**config.mk**
```make
export PLATFORM = sky130hd
export DESIGN_NAME = chip_ram_sched_flat
export DESIGN_NICKNAME = d
export VERILOG_FILES = /design/src/rtl/chip_ram_sched_pkg.sv /design/src/rtl/chip_ram_sched_if.sv /design/src/rtl/chip_ram_sched_burst.sv /design/src/rtl/chip_ram_sched.sv /design/src/flat_wrapper.sv
export SDC_FILE = /design/constraint.sdc
export NUM_CORES = 1
export LEC_CHECK = 0
export ABC_AREA = 0
export CAP_MARGIN = 20
export CORE_ASPECT_RATIO = 1.5
export CORE_MARGIN = 3
export CORE_UTILIZATION = 44
export CTS_BUF_LIST = sky130_fd_sc_hd__clkbuf_4
export DETAILED_ROUTE_END_ITERATION = 10
export GPL_TIMING_DRIVEN = 0
export PLACE_DENSITY = 0.81
export SYNTH_ARGS = -nofsm -noshare
export SYNTH_HDL_FRONTEND = slang
export SYNTH_SLANG_ARGS = --single-unit
```
**constraint.sdc**
```tcl
create_clock -name clk -period 2.4 [get_ports clk]
set_input_delay 0.36 -clock clk [delete_from_list [all_inputs] [get_ports clk]]
set_output_delay 0.36 -clock clk [all_outputs]
set_load 0.1 [all_outputs]
```
**src/rtl/chip_ram_sched_pkg.sv**
```systemverilog
// -----------------------------------------------------------------------------
// chip_pkg
// Shared types and sizes for the CHIP-8 RAM port-B scheduler.
//   sched_state_t : scheduler FSM states
//   burst_kind_t  : which requester owns the current burst (selects what DRAIN emits)
//   ADDR_W/DATA_W/CNT_W/MEM_DEPTH : memory geometry and burst-length field width
// -----------------------------------------------------------------------------
package chip_pkg;

    localparam int ADDR_W    = 12;
    localparam int DATA_W    = 8;
    localparam int CNT_W     = 4;
    localparam int MEM_DEPTH = 4096;

    typedef enum logic [2:0] {
        S_IDLE,
        S_HOST,
        S_HOST_RSP,
        S_BLK_ST,
        S_BLK_LD,
        S_SPR,
        S_DRAIN
    } sched_state_t;

    typedef enum logic [1:0] {
        K_NONE,
        K_ST,
        K_LD,
        K_SPR
    } burst_kind_t;

endpackage

```
**src/rtl/chip_ram_sched_if.sv**
```systemverilog
// -----------------------------------------------------------------------------
// chip_ram_sched_if
// Bundles every signal of the port-B scheduler except clk/reset.
//   modport slave  : the scheduler's view
//   modport master : the requesters' / RAM's / register file's view
// Optional macro CHIP8_QUIRK_I_INCR_EN adds i_upd_valid / i_upd.
// -----------------------------------------------------------------------------
interface chip_ram_sched_if import chip_pkg::*; #(
    parameter int AW = ADDR_W,
    parameter int DW = DATA_W,
    parameter int CW = CNT_W
);
    logic          host_req, host_we, host_ack;
    logic [AW-1:0] host_addr;
    logic [DW-1:0] host_wdata, host_rdata;

    logic          blk_req, blk_store, blk_done;
    logic [AW-1:0] blk_base;
    logic [CW-1:0] blk_last;

    logic [CW-1:0] reg_ridx, reg_widx;
    logic [DW-1:0] reg_rdata, reg_wdata;
    logic          reg_we;

    logic          spr_req, spr_valid, spr_done;
    logic [AW-1:0] spr_base;
    logic [CW-1:0] spr_len;
    logic [DW-1:0] spr_data;

    logic [AW-1:0] ram_addr;
    logic [DW-1:0] ram_wdata, ram_rdata;
    logic          ram_we;

    logic          busy;

`ifdef CHIP8_QUIRK_I_INCR_EN
    logic          i_upd_valid;
    logic [AW-1:0] i_upd;
`endif

    modport slave (
        input  host_req, host_we, host_addr, host_wdata,
        output host_ack, host_rdata,
        input  blk_req, blk_store, blk_base, blk_last,
        output blk_done,
        output reg_ridx, reg_we, reg_widx, reg_wdata,
        input  reg_rdata,
        input  spr_req, spr_base, spr_len,
        output spr_valid, spr_data, spr_done,
        output ram_addr, ram_wdata, ram_we,
        input  ram_rdata,
`ifdef CHIP8_QUIRK_I_INCR_EN
        output i_upd_valid, i_upd,
`endif
        output busy
    );

    modport master (
        output host_req, host_we, host_addr, host_wdata,
        input  host_ack, host_rdata,
        output blk_req, blk_store, blk_base, blk_last,
        input  blk_done,
        input  reg_ridx, reg_we, reg_widx, reg_wdata,
        output reg_rdata,
        output spr_req, spr_base, spr_len,
        input  spr_valid, spr_data, spr_done,
        input  ram_addr, ram_wdata, ram_we,
        output ram_rdata,
`ifdef CHIP8_QUIRK_I_INCR_EN
        input  i_upd_valid, i_upd,
`endif
        input  busy
    );

endinterface

```
**src/rtl/chip_ram_sched_burst.sv**
```systemverilog
// -----------------------------------------------------------------------------
// chip_ram_burst
// Byte counter plus one-stage read pipeline shared by every burst.
//   clr_i    : force counter to 0 (scheduler idle)
//   step_i   : advance counter by one byte
//   rd_i     : a read address is on the RAM this cycle
//   base_i   : latched burst start address
//   last_i   : latched index of the final byte
//   addr_o   : base_i + counter, wrapping modulo 2^ADDR_W
//   cnt_o    : current byte index
//   is_last_o: current byte is the final one
//   pv_o     : RAM q holds the byte requested last cycle
//   pidx_o   : index of that byte
// -----------------------------------------------------------------------------
module chip_ram_burst import chip_pkg::*; #(
    parameter int AW = ADDR_W,
    parameter int CW = CNT_W
) (
    input  logic          clk,
    input  logic          reset,
    input  logic          clr_i,
    input  logic          step_i,
    input  logic          rd_i,
    input  logic [AW-1:0] base_i,
    input  logic [CW-1:0] last_i,
    output logic [AW-1:0] addr_o,
    output logic [CW-1:0] cnt_o,
    output logic          is_last_o,
    output logic          pv_o,
    output logic [CW-1:0] pidx_o
);
    logic [CW-1:0] cnt_q, cnt_d;
    logic          pv_q;
    logic [CW-1:0] pidx_q;

    always_comb begin
        cnt_d = cnt_q;
        if (clr_i)       cnt_d = '0;
        else if (step_i) cnt_d = cnt_q + CW'(1);
    end

    always_ff @(posedge clk) begin
        if (reset) begin
            cnt_q  <= '0;
            pv_q   <= 1'b0;
            pidx_q <= '0;
        end else begin
            cnt_q  <= cnt_d;
            // The RAM answers one cycle late, so the index travels with it.
            pv_q   <= rd_i;
            pidx_q <= cnt_q;
        end
    end

    assign addr_o    = base_i + AW'(cnt_q);
    assign cnt_o     = cnt_q;
    assign is_last_o = (cnt_q == last_i);
    assign pv_o      = pv_q;
    assign pidx_o    = pidx_q;

endmodule

```
**src/rtl/chip_ram_sched.sv**
```systemverilog
// -----------------------------------------------------------------------------
// chip_ram_sched
// Port-B scheduler for the 4096x8 CHIP-8 RAM. Arbitrates host loader,
// FX55/FX65 block transfers and sprite fetches (priority host > blk > spr,
// decided only in IDLE, bursts non-preemptive).
//   clk, reset : system clock, synchronous active-high reset
//   bus        : chip_ram_sched_if.slave (host_*, blk_*, reg_*, spr_*, ram_*, busy)
// Optional macro CHIP8_QUIRK_I_INCR_EN: drives i_upd_valid/i_upd with
// blk_base+blk_last+1 on blk_done (COSMAC I-increment).
// -----------------------------------------------------------------------------
module chip_ram_sched import chip_pkg::*; #(
    parameter int AW = ADDR_W,
    parameter int DW = DATA_W,
    parameter int CW = CNT_W
) (
    input  logic              clk,
    input  logic              reset,
    chip_ram_sched_if.slave   bus
);
    sched_state_t  state_q, state_d;
    burst_kind_t   kind_q;
    logic [AW-1:0] base_q;
    logic [CW-1:0] last_q;
    logic [AW-1:0] host_addr_q;
    logic [DW-1:0] host_wdata_q;
    logic          host_we_q;

    logic [AW-1:0] b_addr;
    logic [CW-1:0] b_cnt, b_pidx;
    logic          b_last, b_pv;

    logic in_burst, in_read;
    assign in_burst = (state_q == S_BLK_ST) || (state_q == S_BLK_LD) || (state_q == S_SPR);
    assign in_read  = (state_q == S_BLK_LD) || (state_q == S_SPR);

    chip_ram_burst #(.AW(AW), .CW(CW)) u_burst (
        .clk      (clk),
        .reset    (reset),
        .clr_i    (state_q == S_IDLE),
        .step_i   (in_burst),
        .rd_i     (in_read),
        .base_i   (base_q),
        .last_i   (last_q),
        .addr_o   (b_addr),
        .cnt_o    (b_cnt),
        .is_last_o(b_last),
        .pv_o     (b_pv),
        .pidx_o   (b_pidx)
    );

    always_ff @(posedge clk) begin
        if (reset) begin
            // NOTE: state is updated with <= so every flop samples pre-edge values.
            state_q <= S_IDLE;
        end else begin
            state_q <= state_d;
        end
    end

    // Request fields are captured at grant only; later changes are ignored.
    always_ff @(posedge clk) begin
        if (reset) begin
            kind_q       <= K_NONE;
            base_q       <= '0;
            last_q       <= '0;
            host_addr_q  <= '0;
            host_wdata_q <= '0;
            host_we_q    <= 1'b0;
        end else if (state_q == S_IDLE) begin
            if (bus.host_req) begin
                host_addr_q  <= bus.host_addr;
                host_wdata_q <= bus.host_wdata;
                host_we_q    <= bus.host_we;
            end else if (bus.blk_req) begin
                kind_q <= bus.blk_store ? K_ST : K_LD;
                base_q <= bus.blk_base;
                last_q <= bus.blk_last;
            end else if (bus.spr_req) begin
                kind_q <= K_SPR;
                base_q <= bus.spr_base;
                last_q <= (bus.spr_len == '0) ? '0 : bus.spr_len - CW'(1);
            end
        end
    end

    always_comb begin
        // NOTE: every output gets a default first so no path leaves a latch.
        state_d        = state_q;
        bus.host_ack   = 1'b0;
        bus.host_rdata = '0;
        bus.blk_done   = 1'b0;
        bus.reg_ridx   = '0;
        bus.reg_we     = 1'b0;
        bus.reg_widx   = '0;
        bus.reg_wdata  = '0;
        bus.spr_valid  = 1'b0;
        bus.spr_data   = '0;
        bus.spr_done   = 1'b0;
        bus.ram_addr   = '0;
        bus.ram_wdata  = '0;
        bus.ram_we     = 1'b0;

        case (state_q)
            S_IDLE: begin
                if (bus.host_req)     state_d = S_HOST;
                else if (bus.blk_req) state_d = bus.blk_store ? S_BLK_ST : S_BLK_LD;
                else if (bus.spr_req) state_d = S_SPR;
            end
            S_HOST: begin
                bus.ram_addr  = host_addr_q;
                bus.ram_wdata = host_wdata_q;
                bus.ram_we    = host_we_q;
                state_d       = S_HOST_RSP;
            end
            S_HOST_RSP: begin
                bus.host_ack   = 1'b1;
                // A write acknowledges with the data it wrote.
                bus.host_rdata = host_we_q ? host_wdata_q : bus.ram_rdata;
                state_d        = S_IDLE;
            end
            S_BLK_ST: begin
                bus.reg_ridx  = b_cnt;
                bus.ram_addr  = b_addr;
                bus.ram_wdata = bus.reg_rdata;
                bus.ram_we    = 1'b1;
                if (b_last) state_d = S_DRAIN;
            end
            S_BLK_LD, S_SPR: begin
                bus.ram_addr = b_addr;
                if (state_q == S_BLK_LD) begin
                    bus.reg_we    = b_pv;
                    bus.reg_widx  = b_pv ? b_pidx : '0;
                    bus.reg_wdata = b_pv ? bus.ram_rdata : '0;
                end else begin
                    bus.spr_valid = b_pv;
                    bus.spr_data  = b_pv ? bus.ram_rdata : '0;
                end
                if (b_last) state_d = S_DRAIN;
            end
            S_DRAIN: begin
                // Emits the byte fetched by the final address, plus completion.
                if (kind_q == K_SPR) begin
                    bus.spr_valid = b_pv;
                    bus.spr_data  = b_pv ? bus.ram_rdata : '0;
                    bus.spr_done  = 1'b1;
                end else begin
                    bus.blk_done = 1'b1;
                    if (kind_q == K_LD) begin
                        bus.reg_we    = b_pv;
                        bus.reg_widx  = b_pv ? b_pidx : '0;
                        bus.reg_wdata = b_pv ? bus.ram_rdata : '0;
                    end
                end
                state_d = S_IDLE;
            end
            default: state_d = S_IDLE;
        endcase
    end

    assign bus.busy = (state_q != S_IDLE);

`ifdef CHIP8_QUIRK_I_INCR_EN
    assign bus.i_upd_valid = bus.blk_done;
    assign bus.i_upd       = base_q + AW'(last_q) + AW'(1);
`endif

endmodule

```
**src/flat_wrapper.sv**
```systemverilog
// flat-port wrapper written by rule: the top's interface ports become plain ports
module chip_ram_sched_flat import chip_pkg::*;
#(
    parameter int AW = ADDR_W,
    parameter int DW = DATA_W,
    parameter int CW = CNT_W
)
  (clk, reset, bus_host_req, bus_host_we, bus_host_addr, bus_host_wdata, bus_host_ack, bus_host_rdata, bus_blk_req, bus_blk_store, bus_blk_base, bus_blk_last, bus_blk_done, bus_reg_ridx, bus_reg_we, bus_reg_widx, bus_reg_wdata, bus_reg_rdata, bus_spr_req, bus_spr_base, bus_spr_len, bus_spr_valid, bus_spr_data, bus_spr_done, bus_ram_addr, bus_ram_wdata, bus_ram_we, bus_ram_rdata, bus_busy);
  chip_ram_sched_if #(.AW(AW), .DW(DW), .CW(CW)) bus_i ();
  input  logic clk;
  input  logic reset;
  input wire logic [$bits(bus_i.host_req)-1:0] bus_host_req;
  input wire logic [$bits(bus_i.host_we)-1:0] bus_host_we;
  input wire logic [$bits(bus_i.host_addr)-1:0] bus_host_addr;
  input wire logic [$bits(bus_i.host_wdata)-1:0] bus_host_wdata;
  output wire logic [$bits(bus_i.host_ack)-1:0] bus_host_ack;
  output wire logic [$bits(bus_i.host_rdata)-1:0] bus_host_rdata;
  input wire logic [$bits(bus_i.blk_req)-1:0] bus_blk_req;
  input wire logic [$bits(bus_i.blk_store)-1:0] bus_blk_store;
  input wire logic [$bits(bus_i.blk_base)-1:0] bus_blk_base;
  input wire logic [$bits(bus_i.blk_last)-1:0] bus_blk_last;
  output wire logic [$bits(bus_i.blk_done)-1:0] bus_blk_done;
  output wire logic [$bits(bus_i.reg_ridx)-1:0] bus_reg_ridx;
  output wire logic [$bits(bus_i.reg_we)-1:0] bus_reg_we;
  output wire logic [$bits(bus_i.reg_widx)-1:0] bus_reg_widx;
  output wire logic [$bits(bus_i.reg_wdata)-1:0] bus_reg_wdata;
  input wire logic [$bits(bus_i.reg_rdata)-1:0] bus_reg_rdata;
  input wire logic [$bits(bus_i.spr_req)-1:0] bus_spr_req;
  input wire logic [$bits(bus_i.spr_base)-1:0] bus_spr_base;
  input wire logic [$bits(bus_i.spr_len)-1:0] bus_spr_len;
  output wire logic [$bits(bus_i.spr_valid)-1:0] bus_spr_valid;
  output wire logic [$bits(bus_i.spr_data)-1:0] bus_spr_data;
  output wire logic [$bits(bus_i.spr_done)-1:0] bus_spr_done;
  output wire logic [$bits(bus_i.ram_addr)-1:0] bus_ram_addr;
  output wire logic [$bits(bus_i.ram_wdata)-1:0] bus_ram_wdata;
  output wire logic [$bits(bus_i.ram_we)-1:0] bus_ram_we;
  input wire logic [$bits(bus_i.ram_rdata)-1:0] bus_ram_rdata;
  output wire logic [$bits(bus_i.busy)-1:0] bus_busy;
  assign bus_i.host_req = bus_host_req;
  assign bus_i.host_we = bus_host_we;
  assign bus_i.host_addr = bus_host_addr;
  assign bus_i.host_wdata = bus_host_wdata;
  assign bus_host_ack = bus_i.host_ack;
  assign bus_host_rdata = bus_i.host_rdata;
  assign bus_i.blk_req = bus_blk_req;
  assign bus_i.blk_store = bus_blk_store;
  assign bus_i.blk_base = bus_blk_base;
  assign bus_i.blk_last = bus_blk_last;
  assign bus_blk_done = bus_i.blk_done;
  assign bus_reg_ridx = bus_i.reg_ridx;
  assign bus_reg_we = bus_i.reg_we;
  assign bus_reg_widx = bus_i.reg_widx;
  assign bus_reg_wdata = bus_i.reg_wdata;
  assign bus_i.reg_rdata = bus_reg_rdata;
  assign bus_i.spr_req = bus_spr_req;
  assign bus_i.spr_base = bus_spr_base;
  assign bus_i.spr_len = bus_spr_len;
  assign bus_spr_valid = bus_i.spr_valid;
  assign bus_spr_data = bus_i.spr_data;
  assign bus_spr_done = bus_i.spr_done;
  assign bus_ram_addr = bus_i.ram_addr;
  assign bus_ram_wdata = bus_i.ram_wdata;
  assign bus_ram_we = bus_i.ram_we;
  assign bus_i.ram_rdata = bus_ram_rdata;
  assign bus_busy = bus_i.busy;
  chip_ram_sched #(.AW(AW), .DW(DW), .CW(CW)) u_core (.clk(clk), .reset(reset), .bus(bus_i));
endmodule
```
# Word-level counts from Yosys, hierarchy flattened
# Cells that the tools add are included.
# op_classes
add_sub_neg,3
n_eq_ne,11
mux,45
n_bitwise,1
reduce_logical,13
# op_table
cell,n
two-way mux 8 bit,8
one-hot mux 8 bit (2 select lines),3
two-way mux 4 bit,8
two-way mux 12 bit,2
one-hot mux 12 bit (2 select lines),1
two-way mux 3 bit,5
adder 12 x 4 -> 12 bit,1
two-way mux 1 bit,10
"equality test 3 bit, second input constant",3
one-hot mux 3 bit (3 select lines),1
one-hot mux 4 bit (2 select lines),1
"equality test 3 x 2 -> 1 bit, second input constant",2
two-way mux 2 bit,3
one-hot mux 1 bit (2 select lines),3
"adder 4 x 1 -> 4 bit, second input constant",1
"equality test 2 bit, second input constant",2
equality test 4 bit,1
zero test 4 bit,1
"!= test 4 bit, second input constant",1
AND reduction 2 bit,2
OR reduction 2 bit,2
"subtractor 4 x 1 -> 4 bit, second input constant",1
"equality test 3 x 1 -> 1 bit, second input constant",1
zero test 3 bit,1
7 further kinds,9
# totals
ff_bits,51
out_inout_bits,59
wordCells,83

# Logic depth before layout (Yosys ltp)
# Gate-level depths: netlist of run 1.
# depth
ltp_word,4
mapped_depth,7
depth_no_buf,6

# By module
# A second synthesis of run 1 with hierarchy kept.
# unflattened
hier_cells,405
area_unflattened_um2,3169.3
# modules_own_cells
mod,instances,cells_per_inst,area_each_um2,seq_area_each_um2
chip_ram_sched,1,337,2536.2,840.8
chip_ram_burst,1,68,633.1,180.2

# Worst setup path before layout of run 1
# OpenSTA, ideal clock, no wires.
# synth_timing
kind,reg-to-output
startpoint,register u_core.u_burst.cnt_q[0] (netlist: u_core.u_burst.cnt_o[0])
endpoint,output bus_ram_addr[4]
arrival_ns,3.695
required_ns,2.040
slack_ns,-1.655
stages_incl_launch_ff,7
path_buffers,0
cell_sequence,dfxtp_1 -> ha_1 -> fa_1 -> a21o_1 -> a21oi_1 -> xnor2_1 -> o21ai_0
# synth_between
elab_chain_cells,2
# synth_lines
item,line_no,source
from (decl),chip_ram_sched_burst.sv:32,"logic [CW-1:0] cnt_q, cnt_d;"
from (signal assigned),chip_ram_sched_burst.sv:48,cnt_q <= cnt_d;
adder 12 x 4 -> 12 bit,chip_ram_sched_burst.sv:55,assign addr_o = base_i + AW'(cnt_q);
one-hot mux 12 bit (2 select lines),chip_ram_sched.sv:103,case (state_q)
to (decl),flat_wrapper.sv:34,output wire logic [$bits(bus_i.ram_addr)-1:0] bus_ram_addr;
# No other way between the ends.

# Final worst setup path of run 1
# layout_timing
startpoint,register u_core.u_burst.cnt_q[0] (netlist: u_core.u_burst.cnt_o[0])
endpoint,output bus_ram_addr[8]
# Same word-level chain as after synthesis.

==> impl_results.md, run 1 <==
* Outcome: finished with violations
* Failing checks: setup timing
* Syn Std Cell Area at 3060 sq um
* Cell taking the most area after synthesis: dfxtp_1
* Hpwl dp at 7530 um
* Via count at 3401
* Most frequent cells in the layout: 74 x clkdlybuf4s50_1, 61 x nand2_1, 42 x dfxtp_1
* EDFF count, synth at 0
* Simple-Gate Fraction of Synth Area at 28.1%
* CTS tree: done
* Drt via density at 5.59
* ANT cells at 0
* Worst hold slack at 473 ps
* Initial core utilization at 46.2%
* Htree depth at 2
* NetSw at 2.56 mW
* Largest family of logic cells by synthesized area: simple AND/OR/NAND/NOR gates
* Internal power at 2.25 mW
* Longest Clk Path Bufs at 2
* Worst-path cell chain: ha_4, fa_2, a21o_1, a21oi_4, o211ai_1, nand3_4, buf_12
* Crit share post-route at 110%
* Worst skew pair latency at 410 ps
* XOR/XNOR Fraction of Synth Area at 2.86%
* Critical path class: reg2out
* Clock Skew at 23.7 ps
* Rel. slew slack at 52.3%
* Unrepaired setup endpoints after global routing: yes
* Required time worst endpoint at 2040 ps
* Area share of fa/ha/maj cells after synthesis at 2.70%
* Avg Synthesized Cell Area at 8.08 sq um
* Synth top area share at 33.4%
* GRT Total Usage at 26.2%
* Switching part of the total power at 53.2%
* DR pass1 iterations at 4
* Nets at 612
* #FFs+latches synth at 51
* Core area at 6620 sq um
* Row count at 36
* Leakage at 2.08 nW
* Arr. time, crit path at 2290 ps
* Mux cell area share after synthesis at 7.24%
* Hold WC Path Type: in2reg
* Ys async rst share at 0%
* Vias in the first global route at 3449
* Max Transition Viols Final at 0
* Seq/Total Area, Yosys at 33.4%
* Crit start category: flop
* RePlAce Congestion at 0.818
* Slowest CP cell: dfxtp_4
* Most common cell after layout, fill and taps aside: clkdlybuf4s50_1
* Sequential Power Share at 26.4%
* Top achievable clock speed at 378 MHz
* Total number of yosys warnings at 0
* Area contributors post-synth: dfxtp_1 33%, nand2_1 7.5%, mux2i_1 6.9%
* Buffers and inverters on the worst path at 1
* Die width at 74.1 um
* Top Ports at 134
* Largest net degree at the start of global routing at 18
* Final WL at 10700 um
* Die area at 8010 sq um
* Initial antenna violation count at 0
* First-pass GRT wire length at 16400 um
* Clock Sinks at 51
* Primary FF master, synth: dfxtp_1
* Port bufs at 133
* Grt total ovfl at 0
* Compound-Gate Fraction of Synth Area at 20.0%
* Clock Power Share at 8.9%
* Min Tclk post-route at 2650 ps
* DRC at 0
* Endpoints failing setup at 8
* Die H at 108 um
* CTS buffer count at 5
* Layout cells sized above 1 at 33.3%
* Worst Path Max Fanout at 7
* Logic pwr share at 64.8%
* WL per Instance at 17.5 um
* Max incr delay on CP at 380 ps
* Synthesis-to-finish area growth at 66.2%
* Clock root cell: clkbuf_4
* Syn_nets at 460
* P per Cell Area at 946 nW/um^2
* Yosys cell types at 45
* Critical path's top delay family: compound AO/OA/AOI/OAI gates
* CTS Hold Bufs at 0
* Tot Pwr at 4.81 mW
* Final Hold Viols at 0
* Worst-path clk slew at 170 ps
* Peak supply drop at 0.507 mV
* Synth Instances at 379
* Setup crit end kind: output pin
* Drt initial violations at 148
* Number of routed nets with antenna violations at 0
* Max-cap violations at 0
* Slew @ Worst Pin at 715 ps
* Final WS setup at -245 ps
-- layout make-up --
class | count | area (sq um)
clock inverters | 3 | 23.8
repair buffers | 149 | 1560
fillers | 477 | 1530
inverters | 7 | 26.3
multi-input cells | 293 | 2140
flip-flops and latches | 51 | 1040
plain buffers | 24 | 160
clock buffers | 5 | 37.5
well taps | 76 | 95.1
-- path summary, 6_finish.rpt --
kind / from / to / slack, ps / cells after the start
setup / recovery: u_core.u_burst.cnt_o[0]$_SDFFE_PP0P_ / bus_ram_addr[8] / -250 / 7
hold / removal: bus_host_wdata[4] / u_core.host_wdata_q[4]$_SDFFE_PP0P_ / 470 / 3
setup reg to reg: u_core.state_q[2]$_SDFFE_PP0P_ / u_core.state_q[0]$_SDFFE_PP0P_ / 510 / 5
hold reg to reg: u_core.host_addr_q[8]$_SDFFE_PP0P_ / u_core.host_addr_q[8]$_SDFFE_PP0P_ / 480 / 2
-- registers in the layout, indices dropped and copies added (netlist names) --
register / cells
u_core.u_burst.pv_o: 1
u_core.last_q: 4
u_core.u_burst.cnt_o: 4
u_core.host_wdata_q: 8
u_core.u_burst.pidx_o: 4
u_core.host_we_q: 1
u_core.kind_q: 2
u_core.state_q: 3
u_core.host_addr_q: 12
u_core.base_q: 12
-- logic make-up (layout without fill, tap and decap cells) --
kind of cell / count (synthesis) / count (layout)
AOI/OAI and AO/OA: 83 / 83
xor gates and xnor gates: 10 / 10
adders and majority gates: 6 / 6
buffers and inverters: 35 / 188
DFF: 51 / 51
muxes: 22 / 22
and+or+nand+nor: 172 / 172
-- routing by layer --
metal | wire length (um) | GRT usage [%]
met2 | 5820 | 49.9
met1 | 3600 | 26.1
met4 | 354 | 11.8
met5 | 0 | 0
met3 | 897 | 5.58
-- worst min-delay path, stage by stage --
cell	delay, ps
clkdlybuf4s50_1	400
nand2_1	50
a21oi_1	50
-- per-stage QoR --
stage	cell area, sq um	cells	setup WS, ps	utilization, %	TNS, ps
after floorplan	3170	379	-430	-	-3830
after global placement	4600	588	-1070	69.4	-30620
after detailed placement	4600	588	-1100	69.4	-33220
after CTS	4940	601	-188	74.7	-980
after global routing	5090	608	-302	76.8	-1980
final	5090	608	-245	76.8	-1180
-- cell usage after synthesis, types with 3 or more instances --
cell / count
nor3_1: 4
xor2_1: 3
nor3_2: 3
o211ai_1: 10
or4_1: 6
dfxtp_1: 51
o21ai_0: 8
a22o_1: 10
a21o_1: 3
nor2b_1: 6
nand2b_1: 3
mux2i_1: 21
nand2_1: 61
a211oi_1: 3
buf_6: 4
nor2_1: 37
ha_1: 5
nand3_1: 11
xnor2_1: 7
buf_2: 4
inv_1: 7
a21oi_1: 29
and2_1: 26
clkbuf_1: 18
a211oi_2: 12
-- timing repair --
action                                 in CTS  in global routing
setup endpoints to repair                  59                 49
resized for setup                         424                 43
endpoints found under the hold margin       0                  0
pin swaps                                  22                 12
buffers inserted                            8                  9
-- power by group through the flow --
stage / clock network [mW] / registers [mW] / logic (mW)
2_1_floorplan: 0 / 1.17 / 2.15
3_3_place_gp: 0 / 1.21 / 2.77
3_5_place_dp: 0 / 1.22 / 2.81
4_1_cts: 0.425 / 1.24 / 3.04
5_1_grt: 0.447 / 1.29 / 3.31
6_report: 0.426 / 1.27 / 3.12
Note: power is estimated with default switching activity, not from simulation.
==> inputs of run 2 (changes only) <==
- CORE_UTILIZATION: 44 -> 30
- PLACE_DENSITY: 0.81 -> 0.58
==> impl_results.md, run 2 (synthesis results as in run 1) <==
* Setup TNS at -853 ps (+325 ps)
* Initial core utilization at 31.2% (-15 points)
* Leakage at 2.11 nW (+1.7%)
* Endpoints failing setup at 7 (-1)
* Clock Sinks at 51 (unchanged)
* Crit start category: flop
* Peak supply drop at 0.360 mV (-29%)
* Drt initial violations at 96 (-35%)
* Min Tclk post-route at 2610 ps (-37.1 ps)
* Slew @ Worst Pin at 737 ps (+22.1 ps)
* Tot Pwr at 4.77 mW (-0.85%)
* Hpwl dp at 8010 um (+6.4%)
* Worst-path cell chain: ha_4, fa_2, a21o_1, a21oi_4, xnor2_2, o21ai_2, buf_12
* Synthesis-to-finish area growth at 70.6%
* Seq. cell area at 1050 sq um (+0.60%)
* Most frequent cells in the layout: 74 x clkdlybuf4s50_1, 61 x nand2_1, 41 x dfxtp_1
* Core area at 9800 sq um (+48%)
* Layout cells sized above 1 at 33.8% (+0.50 points)
* Clock root cell: clkbuf_4
* Grt total ovfl at 0 (unchanged)
* Largest regs: u_core.base_q (12), u_core.host_addr_q (12), u_core.host_wdata_q (8)
* RePlAce Congestion at 0.762 (-6.8%)
* Htree depth at 2 (unchanged)
* CTS tree: done
* Area of the multi-input gates at 2140 sq um (-0.29%)
* Largest net degree at the start of global routing at 18 (unchanged)
* Failing checks: setup timing
* Slowest CP cell: dfxtp_4
* Routed wl met2 at 5560 um (-4.5%)
* Die area at 11500 sq um (+43%)
* Via count at 3260 (-4.1%)
* First-pass GRT wire length at 15600 um (-4.9%)
* CTS Hold Bufs at 0 (unchanged)
* Worst hold path startpoint: u_core.host_addr_q[6]$_SDFFE_PP0P_
* Vias in the first global route at 3112 (-9.8%)
* Hold EP: u_core.host_addr_q[6]$_SDFFE_PP0P_
* Hold Path Stages at 2 (-1)
* Fin area at 5220 sq um (+2.6%)
* GRT Total Usage at 17.4% (-8.8 points)
* Reg-to-reg startpoint: u_core.state_q[2]$_SDFFE_PP0P_
* Drt via density at 5.00 (-11%)
* Reg2Reg Depth at 6 (+1)
* Reg-to-reg endpoint: u_core.state_q[0]$_SDFFE_PP0P_
* Hold WC Path Type: reg2reg
* Required time worst endpoint at 2040 ps (about the same)
* Initial antenna violation count at 0 (unchanged)
* Max incr delay on CP at 380 ps (about the same)
* Critical path class: reg2out
* Most common cell after layout, fill and taps aside: clkdlybuf4s50_1
* CTS buffer count at 5 (unchanged)
* Unrepaired setup endpoints after global routing: yes
* Final Hold Viols at 0 (unchanged)
* P per Cell Area at 914 nW/um^2 (-3.4%)
* Die H at 130 um (+20%)
* Nets at 616 (+0.65%)
* Arr. time, crit path at 2250 ps (-40 ps)
* Worst Path Max Fanout at 7 (unchanged)
* Worst-path clk slew at 160 ps (about the same)
* DR pass1 iterations at 5 (+1)
* Worst skew pair latency at 390 ps (-20 ps)
* Die width at 88.5 um (+19%)
* Top Ports at 134 (unchanged)
* Longest Clk Path Bufs at 2 (unchanged)
* Flop2flop setup slack at 410 ps (-100 ps)
* Outcome: finished with violations
* Met1 WL at 3780 um (+4.9%)
* Setup crit end kind: output pin
* Top achievable clock speed at 383 MHz (+1.4%)
* Row count at 44 (+22%)
* Rel. slew slack at 50.9% (-1.5 points)
* Number of routed nets with antenna violations at 0 (unchanged)
* WL per Instance at 15.6 um (-11%)
* Port bufs at 133 (unchanged)
* Fillers at 995 (+110%)
* Final core utilization at 53.3% (-24 points)
* Top routing layer in use: met4
* Met3 wire length at 692 um (-23%)
* Final WS setup at -208 ps (+37.1 ps)
* Crit share post-route at 109% (-1.5 points)
* Final WL at 10200 um (-4.5%)
* Placed inst area at 4650 sq um (+1.1%)
* Max-cap violations at 0 (unchanged)
* Max Transition Viols Final at 0 (unchanged)
* DRC at 0 (unchanged)
* Clock Skew at 20.0 ps (-3.70 ps)
## run 2: cell types whose count changed in the layout (fill, tap and decap cells not counted), moves of 2 or more
cell / change
buf_6: -6
buf_12: +10
dfxtp_4: +2
clkbuf_4: -3
buf_8: -7
buf_4: +11
## run 2: worst max-delay path by stage
| stage | start | end | slack [ps] | cells past startpoint |
|---|---|---|---|---|
| floorplan | u_core.state_q[1]$_SDFFE_PP0P_ | bus_host_rdata[0] | -430 | 5 |
| global placement | u_core.u_burst.cnt_o[0]$_SDFFE_PP0P_ | bus_ram_addr[6] | -1100 | 7 |
| detailed placement | u_core.u_burst.cnt_o[0]$_SDFFE_PP0P_ | bus_ram_addr[6] | -1140 | 7 |
| CTS | u_core.u_burst.cnt_o[0]$_SDFFE_PP0P_ | bus_ram_addr[4] | -220 | 7 |
| global route | u_core.base_q[0]$_SDFFE_PP0P_ | bus_ram_addr[6] | -310 | 7 |
| finish | u_core.u_burst.cnt_o[0]$_SDFFE_PP0P_ | bus_ram_addr[4] | -210 | 7 |
## run 2: layout make-up
cell class | count | area share, %
diodes | 1 | 0.0479
plain buffers | 23 | 2.97
clock buffers | 5 | 0.719
clock inverters | 3 | 0.455
inverters | 7 | 0.503
multi-input cells | 293 | 40.9
flip-flops and latches | 51 | 20.1
well taps | 115 | 2.76
repair buffers | 154 | 31.5
## run 2: repair_timing
action / 4_1_cts / 5_1_grt
gates resized for setup: 422 / 54
buffers inserted: 10 / 11
endpoints found under the setup margin: 59 / 55
pin swaps: 23 / 16
## run 2: metal layers
metal	up-vias	GRT usage, %
met2	112	33.4
met1	1495	18.9
met5	-	0
li1	1642	-
met4	0	5.07
met3	11	3.47
## run 2: critical path: cells and delay by family, from the launching register on
family / cells / cell delay [ps]
buf+inv: 1 / 200
fa+ha+maj: 2 / 530
flops: 1 / 380
xor+xnor: 1 / 90
compound gates: 3 / 650
## run 2: metrics by stage
step | setup WS (ps) | hold WS, ps | cells
CTS | -223 | 469 | 641
global route | -306 | 475 | 651
global placement | -1100 | 447 | 627
detailed placement | -1140 | 451 | 627
finish | -208 | 472 | 652
floorplan | -430 | 437 | 379
## run 2: power by group
group | switching (mW) | internal, mW
Combinational | 2.00 | 1.11
Clock | 0.295 | 0.118
Sequential | 0.197 | 1.06
Total | 2.49 | 2.28
==> inputs of run 3 (changes only) <==
- PLACE_DENSITY: 0.58 -> 0.6
- SYNTH_HIERARCHICAL: unset -> 1
- clock period: 2.4 -> 2.1 ns (I/O delays scaled with it)
==> impl_results.md, run 3 <==
* Outcome: finished with violations
* Failing checks: setup timing
* Internal power at 2.53 mW (+11%)
* Die H at 132 um (+1.7%)
* Htree depth at 2 (unchanged)
* DR pass1 iterations at 5 (unchanged)
* Largest regs: u_core/base_q (12), u_core/host_addr_q (12), u_core/host_wdata_q (8)
* Grt total ovfl at 0 (unchanged)
* Drt initial violations at 193 (+100%)
* Endpoints failing setup at 34 (+27)
* Clock Skew at 20.7 ps (+0.719 ps)
* Tot Pwr at 4.60 mW (-3.6%)
* Setup crit end kind: output pin
* Crit start category: flop
* EDFF count, synth at 0 (unchanged)
* WL per Instance at 17.2 um (+9.9%)
* Clock Power Share at 12.8% (+4.2 points)
* Area contributors post-synth: dfxtp_1 32%, mux2i_1 9.2%, nand2_1 7.9%
* Top-count cell post-synth: nand2_1
* Hold WC Path Type: in2reg
* Flop2flop setup slack at 100 ps (-310 ps)
* Sequential Power Share at 28.0% (+1.7 points)
* Rel. slew slack at 60.1% (+9.2 points)
* Longest Clk Path Bufs at 2 (unchanged)
* Slew @ Worst Pin at 593 ps (-144 ps)
* Reg-to-reg endpoint: u_core/u_burst/cnt_o[3]$_SDFFE_PP0P_
* Min Tclk post-route at 2720 ps
* Worst-path clk slew at 170 ps (about the same)
* Top Ports at 134 (unchanged)
* Initial core utilization at 31.1% (-0.13 points)
* Worst hold path startpoint: reset
* Synth cell count leaders: 67 x nand2_1, 51 x dfxtp_1, 43 x a21oi_1, 29 x mux2i_1, 27 x nor2_1
* Port bufs at 132 (-0.75%)
* Final Hold Viols at 0 (unchanged)
* Die width at 89.9 um (+1.6%)
* Largest net degree at the start of global routing at 17 (-1)
* Max-cap violations at 0 (unchanged)
* Hold Path Stages at 2 (unchanged)
* Clock root cell: clkbuf_4
* Hpwl dp at 8690 um (+8.5%)
* Worst Path Max Fanout at 4 (-3)
* Final WS setup at -625 ps (-417 ps)
* Row count at 45 (+2.3%)
* CTS buffer count at 5 (unchanged)
* Via count at 3625 (+11%)
* Synth top area share at 32.2% (-1.1 points)
* Top achievable clock speed at 367 MHz
* Core area at 10200 sq um (+4.0%)
* Avg Synthesized Cell Area at 7.83 sq um (-3.1%)
* Vias in the first global route at 3581 (+15%)
* Synth Instances at 405 (+6.9%)
* Syn_nets at 486 (+5.7%)
* Total number of yosys warnings at 6 (+6)
* Most common cell after layout, fill and taps aside: clkdlybuf4s50_1
* Yosys cell types at 51 (+13%)
* CTS tree: done
* Required time worst endpoint at 1780 ps (-260 ps)
* Most frequent cells in the layout: 73 x clkdlybuf4s50_1, 63 x nand2_1, 52 x buf_12
* Max Transition Viols Final at 0 (unchanged)
* Number of routed nets with antenna violations at 0 (unchanged)
* Die area at 11900 sq um (+3.4%)
* Crit share post-route at 130%
* GRT Total Usage at 19.2% (+1.8 points)
* Unrepaired setup endpoints after global routing: yes
* Initial antenna violation count at 1 (+1)
* Switching part of the total power at 44.9% (-7.3 points)
* Reg2Reg Depth at 8 (+2)
* RePlAce Congestion at 0.831 (+9.0%)
* Final WL at 12400 um (+21%)
* Clock Sinks at 51 (unchanged)
* #FFs+latches synth at 51 (unchanged)
* Peak supply drop at 0.444 mV (+24%)
* Fillers at 849 (-15%)
* Seq/Total Area, Yosys at 32.2% (-1.1 points)
* Logic pwr share at 59.2% (-5.9 points)
* Cell taking the most area after synthesis: dfxtp_1
* DRC at 0 (unchanged)
* NetSw at 2.07 mW (-17%)
* Critical path origin: u_core/u_burst/cnt_o[0]$_SDFFE_PP0P_
* Leakage at 2.39 nW (+13%)
* First-pass GRT wire length at 18400 um (+18%)
* Ys async rst share at 0% (unchanged)
* Synthesis-to-finish area growth at 102%
* Critical path class: reg2out
* Syn Std Cell Area at 3170 sq um (+3.6%)
* Final core utilization at 62.7% (+9.4 points)
* Arr. time, crit path at 2410 ps (+160 ps)
* Nets at 658 (+6.8%)
* Hold EP: u_core/u_burst/pidx_o[1]$_SDFF_PP0_
* Reg-to-reg startpoint: u_core/state_q[1]$_SDFFE_PP0P_
* Worst skew pair latency at 400 ps (about the same)
* Layout cells sized above 1 at 40.7% (+6.9 points)
* Primary FF master, synth: dfxtp_1
* P per Cell Area at 719 nW/um^2 (-21%)
* Drt via density at 5.03 (+0.69%)
[run 3: cell count changes after synthesis, moves of 5 or more]
cell      change
nand3_1       -8
or4_1         -5
a22oi_1      +12
a21oi_1      +14
nor2_1       -10
buf_2         +6
a211oi_1     +11
mux2i_1       +8
a22o_1       -10
o211ai_1     -10
a211oi_2     -12
o21ai_0       +7
nand2_1       +6
[run 3: what timing repair did]
| item | 4_1_cts | 5_1_grt |
|---|---|---|
| cloned | 2 | 3 |
| resized for setup | 546 | 77 |
| pin swaps | 21 | 26 |
| buffers inserted | 14 | 17 |
| hold buffers | 0 | 0 |
| setup endpoints to repair | 60 | 54 |
[run 3: critical path: stages (launching register included)]
cell and delay, ps:
dfxtp_4 400, ha_4 130, inv_2 30, fa_2 360, nor2b_4 130, o31a_4 170
nand4_4 140, xnor2_4 190, a22oi_2 110, o21ai_4 150, buf_12 190
[run 3: cells by family after synthesis]
logic type / share of synthesized area (%)
AOI/OAI and AO/OA: 20.4
xor gates and xnor gates: 4.42
adders and majority gates: 2.61
buffers and inverters: 5.84
DFF: 32.2
muxes: 9.16
and+or+nand+nor: 25.3
[run 3: how the worst max path moves through the flow]
stage	slack (ps)	depth (start not counted)	endpoint
finish	-620	10	bus_ram_addr[8]
CTS	-650	10	bus_ram_addr[6]
detailed placement	-1290	10	bus_ram_addr[8]
global route	-750	10	bus_ram_addr[10]
global placement	-1280	10	bus_ram_addr[8]
floorplan	-430	9	bus_ram_addr[8]
[run 3: layer usage]
layer	up-vias	global-route usage [%]	wire, um
met1	1724	20.1	4540
met3	24	2.34	414
met5	-	0	0
met4	0	7.24	393
li1	1761	-	-
met2	116	38.4	7030
[run 3: area by class of cell]
cell class | instances | area (sq um) | area share (%)
Timing Repair Buffer | 167 | 2210 | 34.5
Antenna cell | 1 | 2.50 | 0.0392
Buffer | 27 | 255 | 3.99
Sequential cell | 51 | 1050 | 16.4
Tap cell | 141 | 176 | 2.76
Clock buffer | 5 | 37.5 | 0.587
Inverter | 11 | 51.3 | 0.803
Multi-Input combinational cell | 314 | 2570 | 40.2
Clock inverter | 3 | 42.5 | 0.666
[run 3: power by group through the flow]
| stage | logic [mW] | clock network, mW | registers (mW) |
|---|---|---|---|
| 4_1_cts | 2.44 | 0.603 | 1.28 |
| 3_3_place_gp | 2.05 | 0 | 1.28 |
| 5_1_grt | 2.86 | 0.643 | 1.31 |
| 3_5_place_dp | 2.07 | 0 | 1.28 |
| 2_1_floorplan | 1.54 | 0 | 1.24 |
| 6_report | 2.72 | 0.587 | 1.29 |
[run 3: metrics by stage]
step	area (sq um)	cells	hold slack, ps	setup TNS [ps]	setup slack [ps]
6_report	6390	720	270	-6050	-625
5_1_grt	6390	720	291	-9770	-751
4_1_cts	5920	700	269	-6640	-651
3_5_place_dp	5070	678	450	-44300	-1290
3_3_place_gp	5070	678	446	-43240	-1280
2_1_floorplan	3580	405	436	-4510	-429
